[config.mk]
export PLATFORM = sky130hd
export DESIGN_NAME = mmio_timer
export DESIGN_NICKNAME = d
export VERILOG_FILES = /design/src/rtl/mmio_timer_pkg.sv /design/src/rtl/mmio_prescaler.sv /design/src/rtl/mmio_timer.sv
export SDC_FILE = /design/constraint.sdc
export NUM_CORES = 1
export LEC_CHECK = 0
export BUFFER_PORTS_ARGS = -buffer_cell sky130_fd_sc_hd__buf_2
export CORE_MARGIN = 3
export CORE_UTILIZATION = 58
export CTS_CLUSTER_SIZE = 30
export DETAILED_ROUTE_END_ITERATION = 7
export PLACE_DENSITY = 0.8
export SYNTH_ARGS = -nofsm -noshare
export SYNTH_HDL_FRONTEND = slang
export SYNTH_SLANG_ARGS = --single-unit
[constraint.sdc]
create_clock -name clk -period 2.83 [get_ports clk]
set_input_delay 0.283 -clock clk [delete_from_list [all_inputs] [get_ports clk]]
set_output_delay 0.283 -clock clk [all_outputs]
set_load 0.01 [all_outputs]
[src/rtl/mmio_timer_pkg.sv]
// Shared register map and bit positions for the mmio_timer block.
package mmio_timer_pkg;

  localparam logic [1:0] ADDR_CTRL   = 2'd0;
  localparam logic [1:0] ADDR_LOAD   = 2'd1;
  localparam logic [1:0] ADDR_COUNT  = 2'd2;
  localparam logic [1:0] ADDR_STATUS = 2'd3;

  localparam int CTRL_EN_BIT    = 0;
  localparam int CTRL_AUTO_BIT  = 1;
  localparam int CTRL_IE_BIT    = 2;
  localparam int STATUS_EXP_BIT = 0;

  typedef struct packed {
    logic ie;
    logic auto_rl;
    logic en;
  } ctrl_t;

  // Packs the control fields into their bus-visible word; unused bits read 0.
  function automatic logic [31:0] ctrl_word(input ctrl_t c);
    logic [31:0] w;
    w                = '0;
    w[CTRL_EN_BIT]   = c.en;
    w[CTRL_AUTO_BIT] = c.auto_rl;
    w[CTRL_IE_BIT]   = c.ie;
    return w;
  endfunction

endpackage

[src/rtl/mmio_prescaler.sv]
// Clock prescaler: counts 0..PRESCALE-1 while enabled, one tick per wrap.
// Held at 0 while disabled or when restarted.
module mmio_prescaler #(
  parameter int PRESCALE = 1
) (
  input  logic clk,
  input  logic reset,
  input  logic en,
  input  logic restart,
  output logic tick
);

  localparam int PW = (PRESCALE > 1) ? $clog2(PRESCALE) : 1;
  localparam logic [PW-1:0] LAST = PW'(PRESCALE - 1);

  logic [PW-1:0] cnt;

  // Tick is combinational on the last phase so the timer acts on the same edge as the wrap.
  assign tick = en && (cnt == LAST);

  // Phase counter, cleared by restart or while disabled.
  always_ff @(posedge clk or negedge reset) begin
    if (!reset) begin
      cnt <= '0;
    end else if (restart || !en || (cnt == LAST)) begin
      cnt <= '0;
    end else begin
      cnt <= cnt + PW'(1);
    end
  end

endmodule

[src/rtl/mmio_timer.sv]
// Memory-mapped down-counting timer with reload, expiry flag and optional irq.
// Optional feature: define MMIO_TIMER_IRQ_EN to enable CTRL.IE and the irq output;
// otherwise irq is tied low and CTRL.IE reads 0.
module mmio_timer
  import mmio_timer_pkg::*;
#(
  parameter int PRESCALE = 1,
  parameter int WIDTH    = 32
) (
  input  logic        clk,
  input  logic        reset,
  input  logic        sel,
  input  logic        we,
  input  logic [1:0]  addr,
  input  logic [31:0] wdata,
  output logic [31:0] rdata,
  output logic        rvalid,
  output logic        irq
);

  ctrl_t            ctrl_q, ctrl_d;
  logic [WIDTH-1:0] load_q, load_d;
  logic [WIDTH-1:0] count_q, count_d;
  logic             exp_q, exp_d;
  logic             expire;
  logic             tick;
  logic [31:0]      load_ext, count_ext, rd_word;

  logic wr_ctrl, wr_load, wr_status, rd_req;
  logic unused_wdata;

  assign wr_ctrl   = sel && we && (addr == ADDR_CTRL);
  assign wr_load   = sel && we && (addr == ADDR_LOAD);
  assign wr_status = sel && we && (addr == ADDR_STATUS);
  assign rd_req    = sel && !we;

  // Upper write-data bits are ignored for narrow counters and CTRL/STATUS.
  assign unused_wdata = ^wdata;

  mmio_prescaler #(
    .PRESCALE(PRESCALE)
  ) u_prescaler (
    .clk    (clk),
    .reset  (reset),
    .en     (ctrl_q.en),
    .restart(wr_load),
    .tick   (tick)
  );

  // Next-state for the register file: LOAD beats a tick, expiry beats an EXP clear,
  // a CTRL write overrides the expiry's EN clear.
  always_comb begin
    ctrl_d  = ctrl_q;
    load_d  = load_q;
    count_d = count_q;
    exp_d   = exp_q;
    expire  = 1'b0;
    if (wr_load) begin
      load_d  = wdata[WIDTH-1:0];
      count_d = wdata[WIDTH-1:0];
    end else if (tick) begin
      if (count_q != '0) begin
        count_d = count_q - WIDTH'(1);
      end else begin
        expire = 1'b1;
        if (ctrl_q.auto_rl) begin
          count_d = load_q;
        end else begin
          ctrl_d.en = 1'b0;
        end
      end
    end
    if (wr_ctrl) begin
      ctrl_d.en      = wdata[CTRL_EN_BIT];
      ctrl_d.auto_rl = wdata[CTRL_AUTO_BIT];
`ifdef MMIO_TIMER_IRQ_EN
      ctrl_d.ie      = wdata[CTRL_IE_BIT];
`else
      ctrl_d.ie      = 1'b0;
`endif
    end
    if (wr_status && wdata[STATUS_EXP_BIT]) begin
      exp_d = 1'b0;
    end
    if (expire) begin
      exp_d = 1'b1;
    end
  end

  // Zero-extend the WIDTH-wide registers onto the 32-bit read bus.
  always_comb begin
    load_ext              = '0;
    count_ext             = '0;
    load_ext[WIDTH-1:0]   = load_q;
    count_ext[WIDTH-1:0]  = count_q;
  end

  // Read-data mux over the four word offsets.
  always_comb begin
    rd_word = '0;
    case (addr)
      ADDR_CTRL:   rd_word = ctrl_word(ctrl_q);
      ADDR_LOAD:   rd_word = load_ext;
      ADDR_COUNT:  rd_word = count_ext;
      ADDR_STATUS: rd_word[STATUS_EXP_BIT] = exp_q;
      default:     rd_word = '0;
    endcase
  end

  // Register file state.
  always_ff @(posedge clk or negedge reset) begin
    if (!reset) begin
      ctrl_q  <= '0;
      load_q  <= '0;
      count_q <= '0;
      exp_q   <= 1'b0;
    end else begin
      ctrl_q  <= ctrl_d;
      load_q  <= load_d;
      count_q <= count_d;
      exp_q   <= exp_d;
    end
  end

  // Registered read port: rdata holds between reads, rvalid pulses for one cycle.
  always_ff @(posedge clk or negedge reset) begin
    if (!reset) begin
      rdata  <= '0;
      rvalid <= 1'b0;
    end else begin
      rvalid <= rd_req;
      if (rd_req) begin
        rdata <= rd_word;
      end
    end
  end

`ifdef MMIO_TIMER_IRQ_EN
  // irq follows the next-state EXP and IE so it rises on the same edge as EXP.
  always_ff @(posedge clk or negedge reset) begin
    if (!reset) begin
      irq <= 1'b0;
    end else begin
      irq <= exp_d && ctrl_d.ie;
    end
  end
`else
  assign irq = 1'b0;
`endif

endmodule

# Word level (Yosys, flattened, before mapping)
# Cells that the tools add are included.
dict set report classes {
  reduce_logical 19
  eq_ne 6
  muxes 17
  bitwise_logic 1
  add_sub_neg 2
}
# cell n
set ops {}
lappend ops {{32-bit two-way mux} 4}
lappend ops {{31-bit case mux with 3 select lines} 1}
lappend ops {{32-bit nonzero test} 1}
lappend ops {{32-bit by 1-bit subtractor with 32-bit output (second input constant)} 1}
lappend ops {{1-bit two-way mux} 11}
lappend ops {{1-bit logical AND} 7}
lappend ops {{2-bit nonzero test} 3}
lappend ops {{2-bit equality test (second input constant)} 2}
lappend ops {{2-bit inequality test (second input constant)} 2}
lappend ops {{1-bit case mux with 4 select lines} 1}
lappend ops {{4-bit AND reduction} 1}
lappend ops {{3-bit nonzero test} 1}
lappend ops {{2-bit by 1-bit equality test with 1-bit output (second input constant)} 1}
lappend ops {{1-bit zero test} 2}
lappend ops {{2-bit zero test} 1}
lappend ops {{1-bit logical OR} 2}
lappend ops {{2-bit by 1-bit inequality test with 1-bit output (second input constant)} 1}
lappend ops {{2-bit AND reduction} 1}
lappend ops {{1-bit adder (second input constant)} 1}
lappend ops {{1-bit NOT} 1}
dict set report word_totals {
  input_bits 38
  wordCells 53
  output_inout_bits 34
  regBits 101
}

# Depth between registers and ports, before layout
dict set report logic_depth {
  depth_word 5
  depth_mapped 10
  ltp_nobuf 8
}

# Modules after synthesis
# Synthesis repeated with hierarchy kept, for this count alone.
dict set report unflattened {
  hier_cells 623
  area_unflattened_um2 5351.4
}
# module area_per_inst_um2 n_inst seq_area_each_um2 cells_per_inst
set by_module_without_submodules {}
lappend by_module_without_submodules {mmio_timer 5308.8 1 2502.4 620}
lappend by_module_without_submodules {mmio_prescaler 42.5 1 25.0 3}

# Least setup slack after synthesis
# OpenSTA, ideal clock, no wires.
dict set report synth_path {
  path_type {register -> register}
  startpoint {register count_q[0], in the netlist count_ext[0]}
  endpoint {register count_q[30], in the netlist count_ext[30]}
  required_ps 2709
  synth_period_minus_slack_ps 2554
  stages_incl_launch_ff 10
  path_buffers 1
  arrival_time_ps 2433
  path_slack_ps 276
  setup_ps 121
  path_cell_list {dfrtp_1 > inv_1 > ha_1 > clkbuf_1 > nor3b_1 > nand4_1 > or2_2 > or4_1 > o221a_1 > o22a_1}
}
dict set report synth_between {
  elab_chain_cells 4
  elab_cells_between_ends 7
  classes_between {add/sub (1); mux (3); reduce/logical (3)}
}
# element line
set synth_rtl {}
lappend synth_rtl {{from (decl)} mmio_timer.sv:23} ;# logic [WIDTH-1:0] count_q, count_d;
lappend synth_rtl {{from (signal assigned)} mmio_timer.sv:120} ;# count_q <= count_d;
lappend synth_rtl {{32-bit by 1-bit subtractor with 32-bit output or 32-bit nonzero test (tied branches)} {mmio_timer.sv:63, mmio_timer.sv:62}}
lappend synth_rtl {{32-bit two-way mux} mmio_timer.sv:62} ;# if (count_q != '0) begin
lappend synth_rtl {{32-bit two-way mux} mmio_timer.sv:61} ;# end else if (tick) begin
lappend synth_rtl {{32-bit two-way mux} mmio_timer.sv:58} ;# if (wr_load) begin
# Parallel ways exist; a longest one is shown, timed or not. The select of a mux whose other input is x is not followed.
# A chain may end at the register's enable or synchronous reset.

# Final worst setup path
dict set report layout_path {
  startpoint {register count_q[11], in the netlist count_ext[11]}
  endpoint {register count_q[21], in the netlist count_ext[21]}
}
# Same word-level chain as after synthesis.

==> results.cfg <==
[run_status]
outcome = complete, no violations

[route]
vias_per_cell = 6.166
drt-initial-drc-count = 350
drcViolationCount = 0
dr_total_vias = 4859
first_pass_iters = 5
wl_microns = 13910
antenna_left = 0
wire_per_inst_microns = 17.65

[final_layout]
layout_commonest_cell = nand2_1
num-nets-final = 715
final_cell_area_sq_mm = 0.005977
diodes = 0
drive_gt1_share_pct = 18.82
instances_no_fill = 788
areaGrowthSynthToFinish_pct = 14.04
final_cell_mix = nand2_1 (163), dfrtp_1 (101), buf_2 (69)
utilization_pct = 68.20

[synth]
synth_adder_area_share_pct = 0.4774
synth_warnings = 0
synth-compound-area-share_pct = 21.13
synth_xor_area_share_pct = 1.337
syn_avg_cell_area_sq_um = 8.536
synth.area.top_cells = dfrtp_1 (48%), nand2_1 (12%), o21ai_0 (5.9%)
async_flop_share_pct = 100.0
synth_top_family_by_area = simple AND/OR/NAND/NOR gates
syn_area_sq_mm = 0.005241
ys_seq_area_share_pct = 48.22
synth_edf_count = 0
ys_seq_elements = 101
synthSimpleGateAreaFrac_pct = 22.87
ys.flop_type = dfrtp_1
synth_top_cell_area_share_pct = 48.22
yosys.area.top_type = dfrtp_1
syn_inst = 614
muxShareOfSynthArea_pct = 0.8116
synthDistinctLibCells = 56

[pwr]
clkPwrFrac_pct = 24.0
p_int_mw = 2.854
p_leak_nw = 2.741
swShare_pct = 35.21
cellPowerDensity_mw_per_mm2 = 737.1
p_sw_mw = 1.551
seqPwrFrac_pct = 48.7
ir_drop_v = 0.0003782
p_comb_share_pct = 27.3
power_mw = 4.405

[clock_tree]
cts_tree = built
clkTransAtPathRegs_ns = 0.09
cts-buffers-inserted = 9
clk_latency_ns = 0.37
htree_levels = 3
clock_path_buffers = 2
numClockSinks = 101
root_buffer = clkbuf_8

[worst_setup_path]
worst_path_largest_cell_delay_ns = 0.55
crit_type = register to register
r2r_setup_slack_ns = 0.23
reg2regPathDepth = 6
crit_path_start = count_ext[11]
arrival_ns = 2.85
reg2reg_from = count_ext[11]
cpMaxStageDelayCell = or4_4
end_kind = register
r2r_end = count_ext[21]
setup.worst_path.end = count_ext[21]
start_kind = register
crit_path_max_fanout = 9
path_cells = or4_4 > or3_4 > or4b_1 > o32ai_1 > o21ai_0 > a2bb2oi_1
required_ns = 3.09

[timing]
max_freq_mhz = 385.3
setup-violations-final = 0
maxSlewViolCount = 0
rsz0062_at_grt = false
finalHoldViolations = 0
fin_ws_ns = 0.2346
fin_crit_sh_pct = 91.71
fin_setup_tns_ns = 0
fin_skew_ns = 0.01225
hold_ws_ns = 0.1156
slew_headroom_pct = 31.93
worst_slew_pin_slew_ns = 1.021
fin_crit_ns = 2.595

[floorplanning]
io_pins = 72
coreArea_sq_mm = 0.008763
die_x_microns = 101.1
die_h_microns = 101.1
rows = 34
start_util_pct = 59.81
dieArea_sq_mm = 0.01021

[global_route]
grt_usage_pct = 28.72
grt_pass1_wl_microns = 23500
grt_pass1_vias = 4808
grt_overflow = 0
grt_antenna_before_repair = 0
grt_max_degree = 65

[place]
routabilityCongestion = 0.9460
io_buffers = 70
place_ws_ns = 0.1854
hpwl_microns = 9416
place_inst = 771
placed_cell_area_sq_mm = 0.005729

[job]
drv_cap = 0

[worst_hold_path]
min_path_type = primary input to register
-- critical path: cells and delay by family, from the launching register on --
family / cells / cell delay [ns]
compound gates: 3 / 0.56
simple gates: 3 / 1.48
flops: 1 / 0.44
-- layer usage --
metal	wire, microns	global-route usage (%)	vias up
met5	0	0	-
met4	336	11.96	0
met3	960	4.360	34
met2	6596	45.47	190
met1	6017	39.46	2341
li1	-	-	2294
-- synth_stat cells, drive strengths merged, types with 8 or more instances --
| library cell | number |
|---|---|
| a22oi | 32 |
| a31oi | 20 |
| buf | 16 |
| clkbuf | 33 |
| dfrtp | 101 |
| inv | 8 |
| nand2 | 163 |
| nand3 | 12 |
| nor2 | 35 |
| nor3 | 17 |
| nor4 | 9 |
| o211ai | 8 |
| o21ai | 66 |
-- sequential cells by signal, indices dropped and copies added (netlist names) --
| name | cells |
|---|---|
| load_ext | 32 |
| ctrl_q | 2 |
| rvalid | 1 |
| exp_q | 1 |
| u_prescaler.cnt | 1 |
| rdata | 32 |
| count_ext | 32 |
-- layout make-up --
class                      instances  area, sq um
clock buffer                      11        151.4
clock inverter                     5        81.33
fill                             730         2786
inverter                           8        30.03
multi-input combinational        457         2474
sequential                       101         2527
tap                              108        135.1
timing repair buffer              98        578.1
-- cell families (layout without fill, tap and decap cells) --
kind of cell	count (synthesis)	in the layout
AOI/OAI and AO/OA	170	170
xor gates and xnor gates	8	8
adders and majority gates	2	2
buffers and inverters	57	122
DFF	101	101
muxes	3	3
other	1	2
and+or+nand+nor	272	272
-- how the worst min path moves through the flow --
stage                    from           end  slack (ns)  cells past startpoint
finish              wdata[18]  load_ext[18]        0.12                      3
global route        wdata[18]  load_ext[18]        0.12                      3
CTS                 wdata[18]  load_ext[18]        0.11                      3
detailed placement      reset     rdata[28]        0.30                      1
global placement        reset     rdata[29]        0.30                      1
floorplan               reset  count_ext[0]       -0.01                      0
-- power by group through the flow --
| stage | Clock [mW] | Sequential (mW) | Combinational [mW] |
|---|---|---|---|
| 2_1_floorplan | 0 | 2.06 | 0.832 |
| 3_3_place_gp | 0 | 2.14 | 1.15 |
| 3_5_place_dp | 0 | 2.16 | 1.18 |
| 4_1_cts | 1.08 | 2.14 | 1.19 |
| 5_1_grt | 1.12 | 2.20 | 1.36 |
| 6_report | 1.06 | 2.15 | 1.20 |
-- repair_timing --
action | in CTS | in global routing
endpoints found under the hold margin | 38 | 0
buffers inserted | 0 | 0
hold buffers | 1 | 0
gates resized for setup | 0 | 1
setup endpoints to repair | 0 | 1
Power figures use the tool's default switching activity.
